### config.mk
export PLATFORM = sky130hd
export DESIGN_NAME = tt_um_and_or_sequencer
export DESIGN_NICKNAME = d
export VERILOG_FILES = /design/src/rtl/and_or_seq_pkg.sv /design/src/rtl/and_or_alu.sv /design/src/rtl/tt_um_and_or_sequencer.sv
export SDC_FILE = /design/constraint.sdc
export NUM_CORES = 1
export LEC_CHECK = 0
export ABC_AREA = 1
export CORE_UTILIZATION = 30
export CTS_BUF_LIST = sky130_fd_sc_hd__clkbuf_8
export DETAILED_ROUTE_END_ITERATION = 16
export PLACE_DENSITY = 0.63
export SLEW_MARGIN = 20
export SYNTH_ARGS = -nofsm -noshare
export SYNTH_HDL_FRONTEND = slang
export SYNTH_SLANG_ARGS = --single-unit
### constraint.sdc
create_clock -name clk -period 1.75 [get_ports clk]
set_input_delay 0.175 -clock clk [delete_from_list [all_inputs] [get_ports clk]]
set_output_delay 0.175 -clock clk [all_outputs]
set_load 0.005 [all_outputs]
### src/rtl/and_or_seq_pkg.sv
// Shared types and constants for the AND/OR sequencer.
// Holds the FSM state enum, the op encoding, datapath widths and the pin
// positions of every control input and status output on the uio bus.
package and_or_seq_pkg;

  localparam int unsigned D_W   = 7;
  localparam int unsigned CNT_W = 8;

  typedef enum logic [1:0] {
    IDLE  = 2'd0,
    ACCUM = 2'd1,
    HOLD  = 2'd2
  } state_t;

  localparam logic OP_AND = 1'b1;
  localparam logic OP_OR  = 1'b0;

  // uio_in control bit positions
  localparam int unsigned VALID_BIT     = 4;
  localparam int unsigned CLEAR_BIT     = 5;
  localparam int unsigned LAST_BIT      = 6;
  localparam int unsigned OUT_READY_BIT = 7;

  // uio_out status bit positions
  localparam int unsigned IN_READY_BIT = 0;
  localparam int unsigned BUSY_BIT     = 1;
  localparam int unsigned ERR_BIT      = 2;
  localparam int unsigned MIXED_BIT    = 3;

endpackage

### src/rtl/and_or_alu.sv
// 7-bit combinational AND/OR datapath.
// Ports: op (OP_AND selects a & b, OP_OR selects a | b), a, b -> y.
module and_or_alu
  import and_or_seq_pkg::*;
(
  input  logic           op,
  input  logic [D_W-1:0] a,
  input  logic [D_W-1:0] b,
  output logic [D_W-1:0] y
);

  assign y = (op == OP_AND) ? (a & b) : (a | b);

endmodule

### src/rtl/tt_um_and_or_sequencer.sv
// AND/OR accumulate sequencer (Tiny Tapeout style pinout).
// The first accepted operand loads the accumulator, later operands are
// folded in with AND or OR; the operand flagged last moves to HOLD, where
// the result is presented until out_ready.
// Ports:
//   clk, rst_n (synchronous, active-low), ena (ignored)
//   ui_in   [6:0] operand, [7] op (1=AND, 0=OR)
//   uio_in  [4] in_valid, [5] clear, [6] last, [7] out_ready
//   uo_out  [6:0] accumulator, [7] out_valid
//   uio_out [0] in_ready, [1] busy, [2] err, [3] mixed
//   uio_oe  constant 8'h0F
// Build option: define AND_OR_SEQ_TIMEOUT_EN to abort an ACCUM sequence
// after TIMEOUT idle cycles and raise a sticky err flag.
module tt_um_and_or_sequencer
  import and_or_seq_pkg::*;
#(
  parameter logic [CNT_W-1:0] TIMEOUT = 8'd255
) (
  input  logic       clk,
  input  logic       rst_n,
  input  logic       ena,
  input  logic [7:0] ui_in,
  input  logic [7:0] uio_in,
  output logic [7:0] uo_out,
  output logic [7:0] uio_out,
  output logic [7:0] uio_oe
);

  state_t         state_q, state_d;
  logic [D_W-1:0] acc_q, acc_d;
  logic           mixed_q, mixed_d;
  logic           prev_op_q, prev_op_d;
  logic           have_op_q, have_op_d;
  logic           err;

  logic [D_W-1:0] d_in;
  logic [D_W-1:0] alu_y;
  logic           op, in_valid, clear, last, out_ready;
  logic           in_ready, accept;

  assign d_in      = ui_in[D_W-1:0];
  assign op        = ui_in[7];
  assign in_valid  = uio_in[VALID_BIT];
  assign clear     = uio_in[CLEAR_BIT];
  assign last      = uio_in[LAST_BIT];
  assign out_ready = uio_in[OUT_READY_BIT];

  assign in_ready = (state_q != HOLD);
  assign accept   = in_valid & in_ready;

  and_or_alu u_alu (
    .op (op),
    .a  (acc_q),
    .b  (d_in),
    .y  (alu_y)
  );

`ifdef AND_OR_SEQ_TIMEOUT_EN
  logic [CNT_W-1:0] cnt_q, cnt_d;
  logic             err_q, err_d;
  assign err = err_q;

  logic unused;
  assign unused = &{1'b0, ena, uio_in[3:0]};
`else
  assign err = 1'b0;

  logic unused;
  assign unused = &{1'b0, ena, uio_in[3:0], TIMEOUT};
`endif

  // State and datapath registers
  always_ff @(posedge clk) begin
    if (!rst_n) begin
      state_q   <= IDLE;
      acc_q     <= '0;
      mixed_q   <= 1'b0;
      prev_op_q <= OP_OR;
      have_op_q <= 1'b0;
`ifdef AND_OR_SEQ_TIMEOUT_EN
      cnt_q     <= '0;
      err_q     <= 1'b0;
`endif
    end else begin
      state_q   <= state_d;
      acc_q     <= acc_d;
      mixed_q   <= mixed_d;
      prev_op_q <= prev_op_d;
      have_op_q <= have_op_d;
`ifdef AND_OR_SEQ_TIMEOUT_EN
      cnt_q     <= cnt_d;
      err_q     <= err_d;
`endif
    end
  end

  // Next-state and datapath update; clear beats every other request
  always_comb begin
    state_d   = state_q;
    acc_d     = acc_q;
    mixed_d   = mixed_q;
    prev_op_d = prev_op_q;
    have_op_d = have_op_q;
`ifdef AND_OR_SEQ_TIMEOUT_EN
    err_d     = err_q;
    cnt_d     = '0;
`endif

    if (clear) begin
      state_d   = IDLE;
      acc_d     = '0;
      mixed_d   = 1'b0;
      have_op_d = 1'b0;
`ifdef AND_OR_SEQ_TIMEOUT_EN
      err_d     = 1'b0;
`endif
    end else begin
      case (state_q)
        IDLE: begin
          if (accept) begin
            acc_d     = d_in;
            mixed_d   = 1'b0;
            have_op_d = 1'b0;
`ifdef AND_OR_SEQ_TIMEOUT_EN
            err_d     = 1'b0;
`endif
            state_d   = last ? HOLD : ACCUM;
          end
        end
        ACCUM: begin
          if (accept) begin
            acc_d = alu_y;
            // only ops of ACCUM accepts are compared; the load op is ignored
            if (have_op_q && (op != prev_op_q)) mixed_d = 1'b1;
            prev_op_d = op;
            have_op_d = 1'b1;
            state_d   = last ? HOLD : ACCUM;
          end else begin
`ifdef AND_OR_SEQ_TIMEOUT_EN
            cnt_d = CNT_W'(cnt_q + CNT_W'(1));
            if (cnt_d == TIMEOUT) begin
              state_d = IDLE;
              acc_d   = '0;
              err_d   = 1'b1;
              cnt_d   = '0;
            end
`endif
          end
        end
        HOLD: begin
          if (out_ready) state_d = IDLE;
        end
        default: state_d = IDLE;
      endcase
    end
  end

  assign uo_out  = {(state_q == HOLD), acc_q};
  assign uio_out = {4'b0000, mixed_q, err, (state_q != IDLE), in_ready};
  assign uio_oe  = 8'h0F;

endmodule

* Word level (Yosys, flattened, before mapping)
Index checks and enable logic that the tools add are counted.
Widths: inputs -> output; s select.
** Cells by class
- Eq/ne operators :: 9
- Multiplexer cells :: 14
- Bitwise operators :: 5
- Reduce and logical (&&, ||, !) cells :: 10
** Operator list (count)
- $mux 7 :: 3
- $pmux 7 s2 :: 1
- $ne 2x2->1 const B :: 5
- $and 7x7->7 :: 1
- $or 7x7->7 :: 1
- $mux 2 :: 3
- $reduce_and 3->1 :: 2
- $mux 1 :: 4
- $pmux 1 s2 :: 2
- $pmux 2 s2 :: 1
- $reduce_and 4->1 :: 1
- $reduce_bool 2->1 :: 2
- $reduce_or 2->1 :: 2
- $eq 2x1->1 const B :: 1
- $eq 2x2->1 const B :: 1
- $logic_not 2->1 :: 1
- $ne 2x1->1 const B :: 1
- $not 1->1 :: 2
- $reduce_and 2->1 :: 1
- $and 1x1->1 :: 1
- $logic_and 1x1->1 :: 1
- $ne 1x1->1 :: 1
** Storage, ports and cells
- Register bits after elaboration :: 12
- Bits of input ports :: 19
- Output and inout port bits :: 24
- Logic and storage cells :: 43

* Logic depth before layout (Yosys ltp)
Gate-level depths: netlist of run 1.
- Depth in word-level cells :: 5
- Depth in mapped cells :: 7

* Hierarchy
Synthesis of run 1 repeated with hierarchy kept, for this count alone.
** Unflattened totals
- Cells, all modules :: 116
- Area total of the unflattened synthesis :: 755.7 um^2
** By module, submodules not included
- tt_um_and_or_sequencer :: times used 1, cells an instance 95, area each 668.1 um^2, sequential area each 240.2 um^2
- and_or_alu :: times used 1, cells an instance 21, area each 87.6 um^2, sequential area each 0.0 um^2

* Worst setup path after synthesis of run 1
OpenSTA, ideal clock, no wires.
- Kind :: flip-flop to flip-flop
- Start point :: register state_q[1]
- End point :: register state_q[1]
- Arrival time :: 912 ps
- Required time :: 1684 ps
- Slack :: 772 ps
- Stages on the path, launching flop included :: 6
- Buffers on the path :: 0
- Cell sequence :: dfxtp_1 > inv_2 > nor2_2 > inv_2 > or2_1 > a21oi_2
** Between the ends
- Elaborated cells between the ends (all ways) :: 10
** RTL lines
- from (decl) :: RTL line tt_um_and_or_sequencer.sv:29 : state_t state_q, state_d;
- from (signal assigned) :: RTL line tt_um_and_or_sequencer.sv:85 : state_q <= state_d;
- $eq 2x2->1 *
- via uo_out[7] :: RTL line tt_um_and_or_sequencer.sv:24 : output logic [7:0] uo_out,
- $ne 2x2->1 (no source line)
- $reduce_and 2->1 (no source line)
The timed path passes the listed nets; every way through them passes the cells marked *.
A chain may end at the register's enable or synchronous reset.

* Worst setup path in the final report of run 1
- Start point :: register state_q[1]
- End point :: output port uo_out[7]
** Between the ends
- Cells in the longest elaborated chain, start to end :: 1
** RTL lines
- $eq 2x2->1 :: RTL line tt_um_and_or_sequencer.sv:158 : assign uo_out = {(state_q == HOLD), acc_q};
- to (decl) :: RTL line tt_um_and_or_sequencer.sv:24
No other way between the ends.

==> metrics.txt, run 1 <==
status=completed; GRT met1 Usage=12.71%; critical path endpoint category=primary output; Synth top area share=34.35%; antenna fix cells=0; CTS-repair resized insts=0; worst hold path class=flop to flop; first-pass GRT wire length=2.111 mm; CP Launch Type=flop; Routed wire per std cell=9.182 µm; Util after Layout=43.44%; Die W=50.29 µm; num ports=43; arrival time worst endpoint=1.36 ns; Overall Global Routing Usage=11.62%; TritonCTS clock tree=built; Detailed Place HPWL=1.021 mm; largest net degree at the start of global routing=12; Max Cap Viol=0; Cell Rows=17; vias in the first global route=519; Syn Inst Count=91; mapped cell area=699.4 µm²; area grow syn2layout=37.39%; period utilisation layout=87.86%; DR iter-0 viols=2; vias per cell=4.210; CP Class=flop to primary output; Inserted Clock Buffers=3; CTS sink cnt=12; Synth area leaders=dfxtp_1 (34%), buf_4 (16%), nor3_2 (10%); commonest non-fill, non-tap cell in the layout=clkdlybuf4s50_1; share of layout cells above drive strength 1=around 22%; drt total wl=1.313 mm; DR DRC count=0; Die ar.=2529 µm²; GR Util met2=19.33%; Starting Density=31.62%; final RePlAce weighted congestion=0.7927; final-report setup violation count=0; IO Port Bufs=24; Seq/Total Area, Yosys=34.35%; First-pass DRT Iterations=2; hold buffers post-CTS=0; clock buffer depth=2; post-CTS setup buffers=0; max-slew violations=0; unrepaired setup endpoints after global routing=no; setup_tns=0 ns; cell accounting for the most synthesized area=dfxtp_1; Cell variety after synth=20; cell at the root of the clock tree=clkbuf_8; clk_lat worst skew=0.24 ns; Static Leakage=between 0.3 and 0.4 nW; commonest non-fill, non-tap cells in the layout=clkdlybuf4s50_1 (24), conb_1 (13), nand2_1 (12), dfxtp_1 (12), nor2_1 (10); Final Hold Vio Count=0; Tmin final=roughly 1.5 ns; PwrDens=736.0 nW/µm²; clk slew on worst S/H paths=about 0.050 ns; antenna violations before repair=0; Post-layout nets=135; htree depth=1; Routed Antenna Nets=0; core area=between 2000 and 2500 µm²; FF+latch count, synth=12; fmax=0.6504 GHz; Ys Warns=0; grt peak-use layer=met2; grt ovf=0; syn avg cell area=7.686 µm²; M3 GR Usage=between 1.5 and 2%; vias=around 600; CP Data Required Time=1.57 ns; die height=about 50 µm; critical path fanouts, max=4; Final Skew=0.001291 ns; Max IR drop VDD=0.0003283 V; hold_ws=0.4571 ns
==> metal layers <==
layer	up-vias	share of wire [%]
met2	20	52
met3	5	3.8
met5	-	0
li1	308	-
met4	0	3.2
met1	269	41
==> cells by family (layout without fill, tap and decap cells) <==
family	count (synthesis)	count (layout)	synth area share (%)
compound gates	14	14	13.42
buf+inv	27	40	22.72
flops	12	12	34.35
other cells	2	13	1.074
simple gates	36	36	28.44
==> critical path, stage by stage (launching register included) <==
cell and delay, ns:
dfxtp_1 0.42, inv_2 0.08, nor2_2 0.11, clkdlybuf4s50_1 0.51
==> where the power goes <==
group          switching, mW  internal (mW)
Clock                  0.108          0.199
Combinational         0.0560         0.0576
Sequential           0.00614          0.281
Total                  0.170          0.537
==> Yosys cell counts <==
master / instances
nand2_1: 12
nor3_2: 7
inv_1: 5
conb_1: 2
buf_4: 15
or2_1: 1
o22ai_1: 1
nand4_1: 1
nor2_4: 1
dfxtp_1: 12
a21oi_2: 1
a21oi_1: 9
o21ai_2: 2
a21oi_4: 1
nor2_1: 10
inv_2: 6
buf_2: 1
nor3_1: 1
nand3_1: 1
nor2_2: 2
==> state kept, by name, indices dropped and copies added, names as in the netlist <==
register / cells
prev_op_q: 1
state_q: 2
have_op_q: 1
acc_q: 7
mixed_q: 1
==> cell type report <==
class | count | area, µm²
fillers | 241 | 1251
multi-input cells | 63 | 341.6
repair buffers | 25 | 247.7
flip-flops and latches | 12 | 240.2
clock buffers | 4 | 55.05
inverters | 11 | 41.29
well taps | 28 | 35.03
==> path summary, 6_finish.rpt <==
check                                 from        end  slack (ns)  depth (start not counted)
worst max-delay path            state_q[1]  uo_out[7]        0.21                          3
worst min-delay path             have_op_q  have_op_q        0.46                          2
worst max register to register  state_q[1]   acc_q[2]        0.63                          5
worst min register to register   have_op_q  have_op_q        0.46                          2
==> stage by stage <==
step                instances  instance area [µm²]  worst slack, ns  power [mW]
floorplan                 102                740.7           0.7722      0.3698
global placement          139                905.9           0.3174      0.4043
detailed placement        139                905.9           0.2617      0.4066
CTS                       143                960.9           0.1943      0.7195
global route              143                960.9           0.1553      0.7345
finish                    143                960.9           0.2124      0.7073
No activity file was read; power rests on OpenSTA's default activity.
==> inputs of run 2 (changes only) <==
--- a/config.mk
+++ b/config.mk
@@ -6,6 +6,8 @@
 export NUM_CORES = 1
 export LEC_CHECK = 0
 export ABC_AREA = 1
+export ABC_CLOCK_PERIOD_IN_PS = 1750
+export CORE_ASPECT_RATIO = 1.75
 export CORE_UTILIZATION = 30
 export CTS_BUF_LIST = sky130_fd_sc_hd__clkbuf_8
 export DETAILED_ROUTE_END_ITERATION = 16
==> metrics.txt, run 2 (synthesis gave the netlist of run 1 again) <==
Inserted Clock Buffers=3 (unchanged); critical path endpoint category=primary output (unchanged); core area=2147 µm² (was 2212 µm²); Util after Layout=44.52% (was 43.44%); vias in the first global route=504 (was 519); antenna violations before repair=0 (unchanged); Inst Count DP=135 (was 139); Flop pwr share=41.1% (was 40.5%); Switch Pwr=0.1611 mW (was 0.1699 mW); Detailed Place HPWL=979.8 µm (was 1.021 mm); Die W=38.50 µm (was 50.29 µm); area grow syn2layout=36.67% (was 37.39%); clk slew on worst S/H paths=0.05 ns (about the same); largest net degree at the start of global routing=12 (unchanged); CTS-repair resized insts=0 (unchanged); Max Cap Viol=0 (unchanged); num ports=43 (unchanged); setup_tns=0 ns (unchanged); PwrDens=730.3 nW/µm² (was 736.0 nW/µm²); Final Skew=0.0009215 ns (was 0.001291 ns); DR DRC count=0 (unchanged); Overall Global Routing Usage=11.49% (was 11.62%); Logic pwr share=16.0% (was 16.1%); worst hold path class=flop to flop (unchanged); commonest non-fill, non-tap cells in the layout=clkdlybuf4s50_1 (24), conb_1 (13), nand2_1 (12), dfxtp_1 (12), nor2_1 (10) (unchanged); Final Worst Setup Slack=0.1921 ns (was 0.2124 ns); share of layout cells above drive strength 1=21.74% (unchanged); vias per cell=4.266 (was 4.210); die height=65.88 µm (was 50.29 µm); arrival time worst endpoint=1.38 ns (was 1.36 ns); vias=593 (was 602); drt total wl=1.253 mm (was 1.313 mm); max FFs per register=7 (unchanged); first-pass GRT wire length=2.042 mm (was 2.111 mm); Routed wire per std cell=9.014 µm (was 9.182 µm); final-report setup violation count=0 (unchanged); antenna fix cells=0 (unchanged); Final Instance Count excl. Fillers=139 (was 143); First-pass DRT Iterations=2 (unchanged); pre-CTS WS=0.3059 ns (was 0.2617 ns); CP Class=flop to primary output (unchanged); period utilisation layout=89.02% (was 87.86%); Cell Rows=22 (was 17); Tmin final=1.558 ns (was 1.538 ns); Internal=0.5370 mW (was 0.5374 mW); R2R depth=4 (was 5); fmax=0.6419 GHz (was 0.6504 GHz); max-slew violations=0 (unchanged); Routed Antenna Nets=0 (unchanged); hold buffers post-CTS=0 (unchanged); TritonCTS clock tree=built (unchanged); largest reg by FF count=acc_q (unchanged); Starting Density=32.58% (was 31.62%); status=completed (unchanged); clock buffer depth=2 (unchanged); Max IR drop VDD=0.0004352 V (was 0.0003283 V); Final Hold Vio Count=0 (unchanged); Die ar.=2536 µm² (was 2529 µm²); post-CTS setup buffers=0 (unchanged); critical path fanouts, max=4 (unchanged); fin area=955.9 µm² (was 960.9 µm²); clock power share=42.9% (was 43.4%); CP Data Required Time=1.57 ns (about the same); Switching Share=23.08% (was 24.02%); cell at the root of the clock tree=clkbuf_8 (unchanged); clk_lat worst skew=0.24 ns (about the same); Largest regs=acc_q: 7 flops, state_q: 2 flops (unchanged); Hold Path Depth=2 (unchanged); CP Launch Type=flop (unchanged); final RePlAce weighted congestion=0.6569 (was 0.7927); Post-DP Area=900.9 µm² (was 905.9 µm²); DR iter-0 viols=8 (was 2); unrepaired setup endpoints after global routing=no (unchanged); CTS sink cnt=12 (unchanged); Fillers=241 (unchanged); commonest non-fill, non-tap cell in the layout=clkdlybuf4s50_1 (unchanged); Static Leakage=0.3847 nW (unchanged); htree depth=1 (unchanged); grt ovf=0 (unchanged); Post-layout nets=135 (unchanged); IO Port Bufs=24 (unchanged)
==> run 2: layout make-up <==
type                       count  area (µm²)  area share, %
tap                           24       30.03          3.141
clock buffer                   4       55.05          5.759
sequential                    12       240.2          25.13
multi-input combinational     63       341.6          35.73
inverter                      11       41.29          4.319
timing repair buffer          25       247.7          25.92
==> run 2: routing by layer <==
layer	track usage, %	share of wire [%]	routed length [µm]
met1	12.97	41	510
met2	18.54	51	639
met3	2.020	5.8	73
met4	7.759	2.3	29
met5	0	0	0
==> run 2: power by group through the flow <==
| stage | clock network [mW] | logic (mW) | registers (mW) |
|---|---|---|---|
| after CTS | 0.312 | 0.113 | 0.287 |
| after global routing | 0.319 | 0.128 | 0.288 |
| after detailed placement | 0 | 0.113 | 0.293 |
| final | 0.299 | 0.112 | 0.287 |
| after floorplan | 0 | 0.0772 | 0.293 |
| after global placement | 0 | 0.111 | 0.293 |
==> run 2: worst max-delay path: stages, from the launching register on <==
cell	delay, ns
dfxtp_1	0.42
inv_2	0.09
nor2_2	0.12
clkdlybuf4s50_1	0.52
==> run 2: path summary, 6_finish.rpt <==
check	start	slack [ns]	to
max reg2reg	state_q[0]	0.65	acc_q[3]
min reg2reg	have_op_q	0.46	have_op_q
min	have_op_q	0.46	have_op_q
max	state_q[1]	0.19	uo_out[7]
==> run 2: through the flow <==
stage	hold WS, ns	power, mW
after floorplan	0.2953	0.3698
after global placement	0.4528	0.4038
after detailed placement	0.4533	0.4056
after CTS	0.4620	0.7124
after global routing	0.4805	0.7342
final	0.4578	0.6981
